[src/rtl/ps2_host_tx.sv]
// PS/2 host-to-device transmitter: inhibit, request-to-send, shift a byte out on device clocks, check ACK.
// Optional automatic resend on NACK or timeout when PS2_TX_RESEND_EN is defined.
module ps2_host_tx #(
   parameter int INHIBIT_CYCLES = 5600,
   parameter int TIMEOUT_CYCLES = 840000,
   parameter int FILTER_LEN     = 8,
   parameter int RETRIES        = 2
) (
   input  logic       clk_56m,
   input  logic       nRESET,
   input  logic [7:0] tx_data,
   input  logic       tx_start,
   output logic       tx_busy,
   output logic       tx_done,
   output logic       tx_error,
   input  logic       ps2_clk_in,
   input  logic       ps2_dat_in,
   output logic       ps2_clk_oe,
   output logic       ps2_dat_oe
);

   localparam int INH_W = $clog2(INHIBIT_CYCLES + 1);
   localparam int TO_W  = $clog2(TIMEOUT_CYCLES + 1);
   localparam int FLT_W = $clog2(FILTER_LEN + 1);
   localparam int RETRY_W = $clog2(RETRIES + 2);
`ifdef PS2_TX_RESEND_EN
   localparam int RETRY_LIMIT = RETRIES;
`else
   localparam int RETRY_LIMIT = 0;
`endif

   localparam logic [INH_W-1:0]   INH_LAST   = INH_W'(INHIBIT_CYCLES - 1);
   localparam logic [TO_W-1:0]    TO_LAST    = TO_W'(TIMEOUT_CYCLES - 1);
   localparam logic [FLT_W-1:0]   FLT_LAST   = FLT_W'(FILTER_LEN - 1);
   localparam logic [RETRY_W-1:0] RETRY_LAST = RETRY_W'(RETRY_LIMIT);

   typedef enum logic [2:0] {IDLE, INHIBIT, RTS, SHIFT, WAIT_IDLE, FAIL} state_t;

   // Index 0 carries the clock pin, index 1 the data pin.
   logic [1:0]       meta;
   logic [1:0]       sync;
   logic [1:0]       filt;
   logic [FLT_W-1:0] fcnt [2];
   logic             fclk_fall;

   state_t           state;
   logic [7:0]       data_q;
   logic             parity_q;
   logic [3:0]       bitcnt;
   logic [INH_W-1:0] inh_cnt;
   logic [TO_W-1:0]  to_cnt;
   logic [RETRY_W-1:0] retry_cnt;
   logic             timed;
   logic             timeout_hit;

   assign timed       = (state == RTS) || (state == SHIFT) || (state == WAIT_IDLE);
   assign timeout_hit = timed && (to_cnt == TO_LAST);

   // A filtered level only follows the pin after FILTER_LEN consecutive differing samples.
   always_ff @(posedge clk_56m) begin
      if (!nRESET) begin
         meta      <= 2'b11;
         sync      <= 2'b11;
         filt      <= 2'b11;
         fcnt[0]   <= '0;
         fcnt[1]   <= '0;
         fclk_fall <= 1'b0;
      end else begin
         meta      <= {ps2_dat_in, ps2_clk_in};
         sync      <= meta;
         fclk_fall <= 1'b0;
         for (int i = 0; i < 2; i++) begin
            if (sync[i] == filt[i]) begin
               fcnt[i] <= '0;
            end else if (fcnt[i] == FLT_LAST) begin
               fcnt[i] <= '0;
               filt[i] <= sync[i];
               if (i == 0 && !sync[i]) fclk_fall <= 1'b1;
            end else begin
               fcnt[i] <= fcnt[i] + 1'b1;
            end
         end
      end
   end

   always_ff @(posedge clk_56m) begin
      if (!nRESET) begin
         state      <= IDLE;
         data_q     <= '0;
         parity_q   <= 1'b0;
         bitcnt     <= '0;
         inh_cnt    <= '0;
         to_cnt     <= '0;
         retry_cnt  <= '0;
         tx_busy    <= 1'b0;
         tx_done    <= 1'b0;
         tx_error   <= 1'b0;
         ps2_clk_oe <= 1'b0;
         ps2_dat_oe <= 1'b0;
      end else begin
         tx_done  <= 1'b0;
         tx_error <= 1'b0;
         if (timed && !timeout_hit) to_cnt <= to_cnt + 1'b1;

         case (state)
            IDLE: begin
               // A pulse cycle still shows busy, so a start there is ignored.
               tx_busy <= 1'b0;
               if (tx_start && !tx_busy) begin
                  data_q     <= tx_data;
                  parity_q   <= ~^tx_data;
                  retry_cnt  <= '0;
                  inh_cnt    <= '0;
                  ps2_clk_oe <= 1'b1;
                  tx_busy    <= 1'b1;
                  state      <= INHIBIT;
               end
            end

            INHIBIT: begin
               if (inh_cnt == INH_LAST) begin
                  ps2_clk_oe <= 1'b0;
                  ps2_dat_oe <= 1'b1;
                  to_cnt     <= TO_W'(1);
                  state      <= RTS;
               end else begin
                  inh_cnt <= inh_cnt + 1'b1;
               end
            end

            RTS: begin
               if (timeout_hit) begin
                  ps2_clk_oe <= 1'b0;
                  ps2_dat_oe <= 1'b0;
                  state      <= FAIL;
               end else begin
                  bitcnt <= '0;
                  state  <= SHIFT;
               end
            end

            SHIFT: begin
               if (timeout_hit) begin
                  ps2_clk_oe <= 1'b0;
                  ps2_dat_oe <= 1'b0;
                  state      <= FAIL;
               end else if (fclk_fall) begin
                  bitcnt <= bitcnt + 1'b1;
                  if (bitcnt < 4'd8) begin
                     ps2_dat_oe <= ~data_q[bitcnt[2:0]];
                  end else if (bitcnt == 4'd8) begin
                     ps2_dat_oe <= ~parity_q;
                  end else if (bitcnt == 4'd9) begin
                     ps2_dat_oe <= 1'b0;
                  end else begin
                     ps2_clk_oe <= 1'b0;
                     ps2_dat_oe <= 1'b0;
                     state      <= filt[1] ? FAIL : WAIT_IDLE;
                  end
               end
            end

            WAIT_IDLE: begin
               if (timeout_hit) begin
                  ps2_clk_oe <= 1'b0;
                  ps2_dat_oe <= 1'b0;
                  state      <= FAIL;
               end else if (filt[0] && filt[1]) begin
                  tx_done <= 1'b1;
                  state   <= IDLE;
               end
            end

            FAIL: begin
               // With resend disabled RETRY_LAST is zero and the error path is taken at once.
               ps2_dat_oe <= 1'b0;
               if (retry_cnt != RETRY_LAST) begin
                  retry_cnt  <= retry_cnt + 1'b1;
                  inh_cnt    <= '0;
                  ps2_clk_oe <= 1'b1;
                  state      <= INHIBIT;
               end else begin
                  ps2_clk_oe <= 1'b0;
                  tx_error   <= 1'b1;
                  state      <= IDLE;
               end
            end

            default: state <= IDLE;
         endcase
      end
   end

endmodule

[config.mk]
export PLATFORM = sky130hd
export DESIGN_NAME = ps2_host_tx
export DESIGN_NICKNAME = d
export VERILOG_FILES = /design/src/rtl/ps2_host_tx.sv
export SDC_FILE = /design/constraint.sdc
export NUM_CORES = 1
export LEC_CHECK = 0
export ABC_CLOCK_PERIOD_IN_PS = 4400
export BUFFER_PORTS_ARGS = -buffer_cell sky130_fd_sc_hd__buf_2
export CORE_ASPECT_RATIO = 1.75
export CORE_MARGIN = 5
export CORE_UTILIZATION = 35
export DETAILED_ROUTE_END_ITERATION = 12
export PLACE_DENSITY = 0.59
export SLEW_MARGIN = 0
export SYNTH_ARGS = -nofsm -noshare
export SYNTH_HDL_FRONTEND = slang
export SYNTH_SLANG_ARGS = --single-unit
[constraint.sdc]
create_clock -name clk_56m -period 4.4 [get_ports clk_56m]
set_input_delay 0.22 -clock clk_56m [delete_from_list [all_inputs] [get_ports clk_56m]]
set_output_delay 0.22 -clock clk_56m [all_outputs]
set_load 0.1 [all_outputs]
==> results of run 1 <==
==> worst register-to-register path, cell delays in order, from the launching register on <==
cell,delay (ns)
dfxtp_1,0.64
inv_2,0.18
nor2_1,0.25
o221ai_2,0.38
or4_1,0.61
a21oi_1,0.15
==> flip-flops by register name, summed over array words and instances, names as in the netlist <==
register,flops
tx_error,1
data_q,8
tx_done,1
fclk_fall,1
parity_q,1
meta,2
state,3
bitcnt,4
filt,2
ps2_dat_oe,1
tx_busy,1
to_cnt,20
ps2_clk_oe,1
inh_cnt,13
sync,2
retry_cnt,2
fcnt,8
==> power breakdown <==
group	internal (µW)	switching, µW
Sequential	705	60.6
Combinational	135	299
Clock	506	265
==> metrics by stage <==
stage	power [µW]	hold slack [ns]	std cells
after floorplan	1133	0.3215	419
after global placement	1202	0.3957	549
after detailed placement	1212	0.3975	549
after CTS	1985	0.06733	564
after global routing	2068	0.06917	564
final	1970	0.06865	564
==> routing by layer <==
| layer | up-vias | routed length [µm] | track usage |
|---|---|---|---|
| met5 | - | 0 | 0 |
| li1 | 1530 | - | - |
| met4 | 0 | 176 | 0.05991 |
| met2 | 36 | 4506 | 0.2398 |
| met3 | 16 | 241 | 0.02833 |
| met1 | 1470 | 3252 | 0.1378 |
==> layout make-up <==
class	count	area, µm²
clock buffers	11	242.7
clock inverters	4	70.07
fillers	1036	6117
inverters	13	48.80
multi-input cells	321	2076
flip-flops and latches	71	1501
well taps	127	158.9
repair buffers	17	85.08
==> how the worst max path moves through the flow <==
stage	end	startpoint	depth (start not counted)	slack, ns
after floorplan	inh_cnt[8]	tx_busy	6	2.29
after global placement	inh_cnt[12]	state[0]	5	2.25
after detailed placement	inh_cnt[10]	state[0]	5	2.14
after CTS	inh_cnt[10]	state[0]	5	2.12
after global routing	inh_cnt[12]	state[0]	5	1.88
final	inh_cnt[12]	state[0]	5	2.10
==> cell usage after synthesis, types with 2 or more instances <==
cell type   n
o211ai_1    4
mux4_2      2
buf_1       2
nor2b_1     2
nor4b_2     2
buf_6       3
o31ai_1    11
mux2i_1     4
xnor2_1    17
edfxtp_1    8
clkbuf_1    6
or4_1      10
and4_1      5
a31oi_1     5
nor4_2      4
inv_1      12
nand3b_1    2
dfxtp_1    63
a21boi_0   13
nand2b_1    7
and2_1      4
a21oi_1    24
o22ai_1     3
o21ai_0    12
and3_1     11
xor2_1     14
nand3_1    21
ha_1        8
nand2_1    54
nor2_1     32
nand4_1     8
buf_2       3
or3_1       7
nor3_1      4
==> logic make-up (layout without fill, tap and decap cells) <==
group,after synthesis,after routing
compound gates,87,87
xor+xnor,31,31
fa+ha+maj,8,8
buf+inv,27,45
flops,71,71
mux,6,6
other cells,1,8
simple gates,181,181
==> out/qor.csv, run 1 <==
stage,metric,value,unit
outcome,outcome,"finished, final reports clean",
worst_setup_path,critPathBufInv,1,
place,pre_cts_ws,2.136,ns
finish,design_area,4183,µm²
global_routing,grtUsageTotal,0.1312,
global_routing,grt_pass1_wl,13.54,mm
worst_setup_path,reg2reg_depth,5,
clock_tree,cts_made_buffers,9,
hold_path,worst_hold_path_type,in2reg,
synth,synth_compound_area_frac,0.1636,
finish,area_growth_syn_to_layout,13.71,%
place,place_congestion,0.8664,
die,die_h,145.6,µm
synth,synth-async-reset-ratio,0,
worst_setup_path,startpoint_type,register,
synth,synthMuxAreaShare,0.02313,
drt,drt.antenna.violating_nets,0,
die,fp-row-count,49,
worst_setup_path,r2r_slack,2.10,ns
clock_tree,cts-resized-gates,0,
synth,syn-cell-area,3679,µm²
drt,avgRoutedWirePerCell,14.50,µm
worst_setup_path,endpoint_kind,register,
die,placeableCoreArea,10300,µm²
sta,setup-violations-final,0,
power_and_ir_drop,power_leakage,0.001446,µW
global_routing,grt_overflow_total,0,
sta,rsz0062_at_grt,no,
drt,drt-total-wl,8.176,mm
finish,utilization,0.4061,
sta,tns,0,ns
worst_setup_path,required,4.65,ns
sta,finalCritPeriodShare,0.5219,
worst_setup_path,rr_endpoint,inh_cnt[12],
worst_setup_path,worstPathArrival,2.54,ns
synth,yosys_most_used_dff,dfxtp_1,
place,dp_hpwl,6.058,mm
sta,relSlewSlack,0.4268,
worst_setup_path,path_class,reg2reg,
place,port-buffer-count,17,
synth,synth.distinct_cells,59,
worst_setup_path,cp_top_family,simple AND/OR/NAND/NOR gates,
synth,synth_fa_ha_area_frac,0.02721,
global_routing,grt_max_degree,41,
hold_path,min_path_cells,2,
clock_tree,cts_setup_buffers,0,
worst_setup_path,path_max_fanout,23,
power_and_ir_drop,powerDensity,471.1,nW/µm²
worst_setup_path,slowest_delay,0.64,ns
drt,viasPerCell,5.411,
clock_tree,cts_tree,yes,
hold_path,holdPathEnd,meta[0],
drt,firstDrtPassIters,4,
drt,vias,3052,
clock_tree,postCtsHoldBufs,0,
worst_setup_path,r2r_start,state[0],
clock_tree,h-tree-depth,3,
synth,yosysTopAreaCell,dfxtp_1,
clock_tree,clk_pin_slew_worst_paths,0.06,ns
worst_setup_path,path_cells,"inv_2, nor2_1, o221ai_2, or4_1, a21oi_1",
synth,synth_top_family_by_area,simple AND/OR/NAND/NOR gates,
synth,ys_ff_latch,71,
finish,nNetsFinal,454,
clock_tree,cts_sinks,71,
die,pin_count,18,
sta,max_freq,435.5,MHz
die,start_util,0.3571,
synth,ys_warn_count,0,
finish,layout_commonest_cell,dfxtp_1,
sta,min_period,2.296,ns
sta,layout_setup_ws,2.104,ns
synth,ys_top_cells_by_area,"dfxtp_1, edfxtp_1, nand2_1, xnor2_1, xor2_1",
global_routing,grt_pass1_vias,2988,
hold_path,hp-start,ps2_clk_in,
sta,worst_pin_slew,0.8598,ns
synth,synth-simple-area-share,0.2684,
sta,hold_violations,0,
clock_tree,clock-root-buffer,clkbuf_16,
synth,synthXorXnorAreaFrac,0.07381,
run,drv_cap,0,
worst_setup_path,slowest_stage,dfxtp_1,
die,fp.dieW,87.50,µm
synth,avgSynthCellArea,8.928,µm²
drt,drc,0,
synth,synth-edff-count,8,
finish,diodes,0,
synth,synth_top_area_share,0.3429,
sta,clock_skew,0.007068,ns
clock_tree,worstSkewPairLatency,0.34,ns
drt,first_iter_violations,171,
sta,slew_violations,0,
finish,drive_above_1_share,0.1121,
synth,synth_cells,412,
die,die_area,12740,µm²
clock_tree,cts_buffer_depth,2,
power_and_ir_drop,ir_worst_vdd,0.3053,mV
global_routing,antenna_found_initial,0,
place,dpl_cell_area,3870,µm²
finish,final_cell_mix,"dfxtp_1, nand2_1, nor2_1",
synth,synth_seq_area_share,0.4082,
(Power assumes the default switching activity.)
==> run 2: changes to the inputs <==
- ABC_CLOCK_PERIOD_IN_PS: 4400 -> 1970
- PLACE_DENSITY: 0.59 -> 0.61
- clock period: 4.4 -> 1.97 ns (I/O delays scaled with it)
==> run 2 against run 1 <==
Compared with the run above:
- combinational power rose to 2.7 times the previous value
- global-route usage is 0.087 points higher
- via count up 2.7%
- largest cell class unchanged
- power increased by 120%
- critical endpoint is now inh_cnt[10]
- clock-buffer cell count did not move
- wire length is 1.7% lower
- worst hold slack got worse by 0.026 ns
- fmax up 23%
- register-to-register slack got worse by 2.0 ns
- sequential power grew 120%
==> out/qor.csv, run 2 (synthesis gave the netlist of run 1 again) <==
stage,metric,value,unit,change
finish,seqCellArea,1504,µm²,was 1501 µm²
power_and_ir_drop,powerDensity,995.9,nW/µm²,was 471.1 nW/µm²
worst_setup_path,required,2.23,ns,was 4.65 ns
finish,nNetsFinal,486,,was 454
worst_setup_path,startpoint_type,register,,unchanged
power_and_ir_drop,p_total,4405,µW,was 1970 µW
power_and_ir_drop,switching_power,1425,µW,was 624.7 µW
power_and_ir_drop,p_seq_frac,0.378,,was 0.388
sta,clock_skew,0.007383,ns,was 0.007068 ns
clock_tree,clk_pin_slew_worst_paths,0.06,ns,about the same
sta,min_period,1.864,ns,was 2.296 ns
run,drv_cap,0,,unchanged
finish,drive_above_1_share,0.1787,,was 0.1121
sta,setup-violations-final,0,,unchanged
global_routing,grt_pass1_vias,3083,,was 2988
die,fp.dieW,87.50,µm,unchanged
worst_setup_path,worstPathArrival,2.13,ns,was 2.54 ns
clock_tree,cts_buffer_depth,2,,unchanged
clock_tree,cts_sinks,71,,unchanged
worst_setup_path,cp.depth,6,,was 5
clock_tree,cts_tree,yes,,unchanged
drt,avgRoutedWirePerCell,13.46,µm,was 14.50 µm
power_and_ir_drop,p_clk_frac,0.352,,was 0.392
sta,max_freq,536.5,MHz,was 435.5 MHz
finish,diodes,0,,unchanged
finish,final_cell_mix,"dfxtp_1, nand2_1, nor2_1",,unchanged
worst_setup_path,reg2reg_depth,6,,was 5
finish,reg.largest.list,"to_cnt: 20 flops, inh_cnt: 13 flops",,unchanged
sta,tns,0,ns,unchanged
sta,slew_violations,0,,unchanged
global_routing,antenna_found_initial,0,,unchanged
outcome,outcome,"finished, final reports clean",,unchanged
hold_path,min_path_cells,3,,was 2
clock_tree,worstSkewPairLatency,0.33,ns,was 0.34 ns
finish,instances_no_fill,597,,was 564
finish,regMostFlops,to_cnt,,unchanged
worst_setup_path,endpoint_kind,register,,unchanged
die,die_area,12740,µm²,unchanged
sta,finalCritPeriodShare,0.9461,,was 0.5219
place,dp.cells,578,,was 549
finish,largest_reg_flops,20,,unchanged
worst_setup_path,slowest_delay,0.52,ns,was 0.64 ns
global_routing,grtUsageTotal,0.1321,,was 0.1312
worst_setup_path,path_cells,"nor2_1, nand2_1, o221ai_2, buf_4, or4_1, a21oi_1",,"was inv_2, nor2_1, o221ai_2, or4_1, a21oi_1"
worst_setup_path,critPathBufInv,1,,unchanged
clock_tree,cts_made_buffers,9,,unchanged
die,start_util,0.3571,,unchanged
die,placeableCoreArea,10300,µm²,unchanged
drt,vias,3133,,was 3052
finish,design_area,4423,µm²,was 4183 µm²
place,port-buffer-count,17,,unchanged
power_and_ir_drop,ir_worst_vdd,0.6578,mV,was 0.3053 mV
global_routing,grt_max_degree,29,,was 41
drt,drt-total-wl,8.033,mm,was 8.176 mm
finish,layout_commonest_cell,dfxtp_1,,unchanged
place,dpl_cell_area,4089,µm²,was 3870 µm²
die,fp-row-count,49,,unchanged
die,die_h,145.6,µm,unchanged
drt,firstDrtPassIters,4,,unchanged
die,pin_count,18,,unchanged
finish,area_growth_syn_to_layout,20.24,%,was 13.71%
worst_setup_path,cp_top_family,simple AND/OR/NAND/NOR gates,,unchanged
clock_tree,h-tree-depth,3,,unchanged
power_and_ir_drop,power_leakage,0.001599,µW,was 0.001446 µW
global_routing,grt_overflow_total,0,,unchanged
drt,drt.antenna.violating_nets,0,,unchanged
sta,hold_violations,0,,unchanged
power_and_ir_drop,p_comb_frac,0.270,,was 0.220
drt,drc,0,,unchanged
sta,rsz0062_at_grt,no,,unchanged
drt,first_iter_violations,142,,was 171
worst_setup_path,slowest_stage,dfxtp_1,,unchanged
worst_setup_path,path_max_fanout,11,,was 23
power_and_ir_drop,p_int,2980,µW,was 1346 µW
hold_path,worst_hold_path_type,in2reg,,unchanged
global_routing,grt_pass1_wl,13.58,mm,was 13.54 mm
power_and_ir_drop,switching_share,0.3234,,was 0.3171
place,dp_hpwl,6.114,mm,was 6.058 mm
drt,viasPerCell,5.248,,was 5.411
finish,utilization,0.4294,,was 0.4061
place,place_congestion,0.8320,,was 0.8664
finish,multi_input_area,2096,µm²,was 2076 µm²
clock_tree,clock-root-buffer,clkbuf_16,,unchanged
worst_setup_path,path_class,reg2reg,,unchanged
finish,nFillCells,1019,,was 1036
-- run 2: worst reg2reg max path, cell delays in order, from the launching register on --
cell      delay (ns)
dfxtp_1         0.52
nor2_1          0.13
nand2_1         0.19
o221ai_2        0.15
buf_4           0.17
or4_1           0.49
a21oi_1         0.15
-- run 2: layout make-up --
type,instances,area share
clock inverter,5,0.01103
tap,127,0.03593
sequential,71,0.3400
timing repair buffer,49,0.07553
multi-input combinational,321,0.4738
clock buffer,11,0.05262
inverter,13,0.01103
-- run 2: power groups by stage --
stage                     clock (µW)  sequential, µW  combinational [µW]
final                           1550            1660                1190
after global routing            1660            1680                1300
after CTS                       1590            1670                1170
after detailed placement           0            1700                1170
after global placement             0            1690                1150
after floorplan                    0            1820                 713
-- run 2: repair_timing --
action,CTS,global route
gates resized for setup,0,6
buffers inserted,0,1
endpoints found under the setup margin,0,8
hold buffers,2,0
hold endpoints to repair,2,0
-- run 2: worst paths after layout --
path	from	end	slack, ns
worst min register to register	meta[0]	sync[0]	0.40
worst min-delay path	tx_data[7]	data_q[7]	0.04
worst max-delay path	state[1]	inh_cnt[10]	0.11
worst max register to register	state[1]	inh_cnt[10]	0.11
-- run 2: metal layers --
metal,track usage,vias up,part of all wire
met4,0.05223,0,0.028
met2,0.2451,52,0.55
met1,0.1359,1479,0.39
met3,0.03343,17,0.030
met5,0,-,0
li1,-,1585,-
-- run 2: per-stage QoR --
step	setup WS, ns	hold WS [ns]
after CTS	0.05465	0.03606
after floorplan	0.09523	0.2000
final	0.1061	0.04278
after detailed placement	0.07153	0.2917
after global routing	0.008917	0.04626
after global placement	0.1151	0.2914
==> run 3: changes to the inputs <==
- BUFFER_PORTS_ARGS: -buffer_cell sky130_fd_sc_hd__buf_2 -> not set
- DONT_BUFFER_PORTS: not set -> 1
- PLACE_DENSITY: 0.61 -> 0.6
==> run 3 against run 2 <==
Compared with the run above:
- cell count increased by 2.7%
- worst hold slack better by 0.047 ns
- clock skew grew 0.0014 ns
- critical path depth unchanged
- worst setup slack worse by 0.053 ns
- via count is 3.8% higher
- clock-buffer cell count unchanged
- first-iteration DRC count fell by 25%
- non-clock buffer count up 16
- sequential power is essentially flat
- cell area increased by 5.2%
- critical endpoint is now to_cnt[11]
- largest cell class unchanged
==> out/qor.csv, run 3 (synthesis gave the netlist of run 1 again) <==
stage,metric,value,unit,change
die,die_area,12740,µm²,unchanged
finish,final_cell_mix,"dfxtp_1, nand2_1, buf_4",,"was dfxtp_1, nand2_1, nor2_1"
sta,min_period,1.917,ns,was 1.864 ns
sta,slew_violations,0,,unchanged
global_routing,grt_pass1_vias,3310,,was 3083
die,fp-row-count,49,,unchanged
global_routing,antenna_found_initial,0,,unchanged
power_and_ir_drop,p_total,4683,µW,was 4405 µW
sta,finalCritPeriodShare,0.9731,,was 0.9461
finish,nNetsFinal,502,,was 486
drt,vias,3253,,was 3133
sta,clock_skew,0.008826,ns,was 0.007383 ns
global_routing,grt_overflow_total,0,,unchanged
global_routing,grt_max_degree,34,,was 29
clock_tree,clock-root-buffer,clkbuf_16,,unchanged
power_and_ir_drop,ir_worst_vdd,0.5683,mV,was 0.6578 mV
sta,rsz0062_at_grt,no,,unchanged
hold_path,worst_hold_path_type,in2reg,,unchanged
power_and_ir_drop,power_leakage,0.001685,µW,was 0.001599 µW
run,drv_cap,0,,unchanged
worst_setup_path,r2r_start,state[0],,was state[1]
global_routing,grt_pass1_wl,15.35,mm,was 13.58 mm
worst_setup_path,endpoint_kind,register,,unchanged
drt,drt.antenna.violating_nets,0,,unchanged
die,fp.dieW,87.50,µm,unchanged
sta,setup-violations-final,0,,unchanged
worst_setup_path,path_class,reg2reg,,unchanged
sta,hold_violations,0,,unchanged
worst_setup_path,startpoint,state[0],,was state[1]
sta,max_freq,521.6,MHz,was 536.5 MHz
drt,drc,0,,unchanged
drt,viasPerCell,5.307,,was 5.248
die,die_h,145.6,µm,unchanged
clock_tree,h-tree-depth,3,,unchanged
outcome,outcome,"finished, final reports clean",,unchanged
sta,tns,0,ns,unchanged
place,place_congestion,0.8509,,was 0.8320
place,dp_hpwl,6.591,mm,was 6.114 mm
finish,diodes,0,,unchanged
finish,regMostFlops,to_cnt,,unchanged
power_and_ir_drop,powerDensity,1007,nW/µm²,was 995.9 nW/µm²
place,pre_cts_ws,0.06249,ns,was 0.07153 ns
die,start_util,0.3571,,unchanged
clock_tree,cts_made_buffers,9,,unchanged
sta,worst_pin_slew,1.134,ns,
worst_setup_path,startpoint_type,register,,unchanged
drt,avgRoutedWirePerCell,14.75,µm,was 13.46 µm
clock_tree,cts_sinks,71,,unchanged
finish,utilization,0.4517,,was 0.4294
worst_setup_path,worstPathArrival,2.14,ns,was 2.13 ns
finish,nFillCells,1001,,was 1019
clock_tree,worstSkewPairLatency,0.34,ns,was 0.33 ns
hold_path,hp-start,nRESET,,was tx_data[7]
global_routing,grtUsageTotal,0.1509,,was 0.1321
clock_tree,clk_pin_slew_worst_paths,0.06,ns,about the same
finish,largest_reg_flops,20,,unchanged
drt,firstDrtPassIters,4,,unchanged
worst_setup_path,required,2.20,ns,was 2.23 ns
finish,area_growth_syn_to_layout,26.46,%,was 20.24%
clock_tree,cts_buffer_depth,2,,unchanged
clock_tree,cts_tree,yes,,unchanged
place,port-buffer-count,0,,was 17
sta,relSlewSlack,0.2415,,
finish,drive_above_1_share,0.1955,,was 0.1787
die,placeableCoreArea,10300,µm²,unchanged
drt,drt-total-wl,9.039,mm,was 8.033 mm
sta,layout_setup_ws,0.05295,ns,was 0.1061 ns
worst_setup_path,path_max_fanout,5,,was 11
finish,reg.largest.list,"to_cnt: 20 flops, inh_cnt: 13 flops",,unchanged
die,pin_count,18,,unchanged
drt,first_iter_violations,106,,was 142
finish,layout_commonest_cell,dfxtp_1,,unchanged
[run 3: path summary, 6_finish.rpt]
| path | to | slack, ns | cells after the start |
|---|---|---|---|
| worst min-delay path | fcnt[1][1] | 0.09 | 2 |
| worst min register to register | sync[1] | 0.40 | 1 |
| worst max-delay path | to_cnt[11] | 0.05 | 6 |
| worst max register to register | to_cnt[11] | 0.05 | 6 |
[run 3: per-stage QoR]
stage / instance area (µm²) / cells / hold slack (ns)
2_1_floorplan: 3706 / 419 / 0.2000
3_3_place_gp: 4167 / 581 / 0.1738
3_5_place_dp: 4167 / 581 / 0.1728
4_1_cts: 4596 / 609 / 0.08338
5_1_grt: 4652 / 613 / 0.1055
6_report: 4652 / 613 / 0.08965
[run 3: final cells by class]
class	count	area [µm²]	share of cell area
clock buffers	11	254.0	0.05460
clock inverters	5	55.05	0.01183
flip-flops and latches	71	1506	0.3238
inverters	13	48.80	0.01049
repair buffers	65	534.3	0.1148
well taps	127	158.9	0.03416
multi-input cells	321	2095	0.4502
[run 3: timing repair]
action	4_1_cts	5_1_grt
setup endpoints to repair	0	10
gates resized for setup	0	9
endpoints found under the hold margin	31	0
buffers inserted	0	4
hold buffers	12	0
[run 3: power breakdown]
part	leakage, µW	internal [µW]	total [µW]	switching, µW
combinational	0.000943	548	1340	795
sequential	0.000595	1580	1660	87.8
clock	0.000147	1050	1680	623
[run 3: layer usage]
layer	GRT usage	share of wire	up-vias	wire length (µm)
met3	0.02776	0.027	22	248
met2	0.2829	0.56	43	5064
li1	-	-	1628	-
met5	0	0	-	0
met1	0.1487	0.38	1560	3418
met4	0.08218	0.034	0	308
[run 3: critical path, stage by stage, from the launching register on]
cell,delay (ns)
dfxtp_1,0.36
or3b_4,0.45
a2111oi_4,0.50
buf_4,0.21
nand3_1,0.08
xor2_1,0.15
nor2_1,0.05
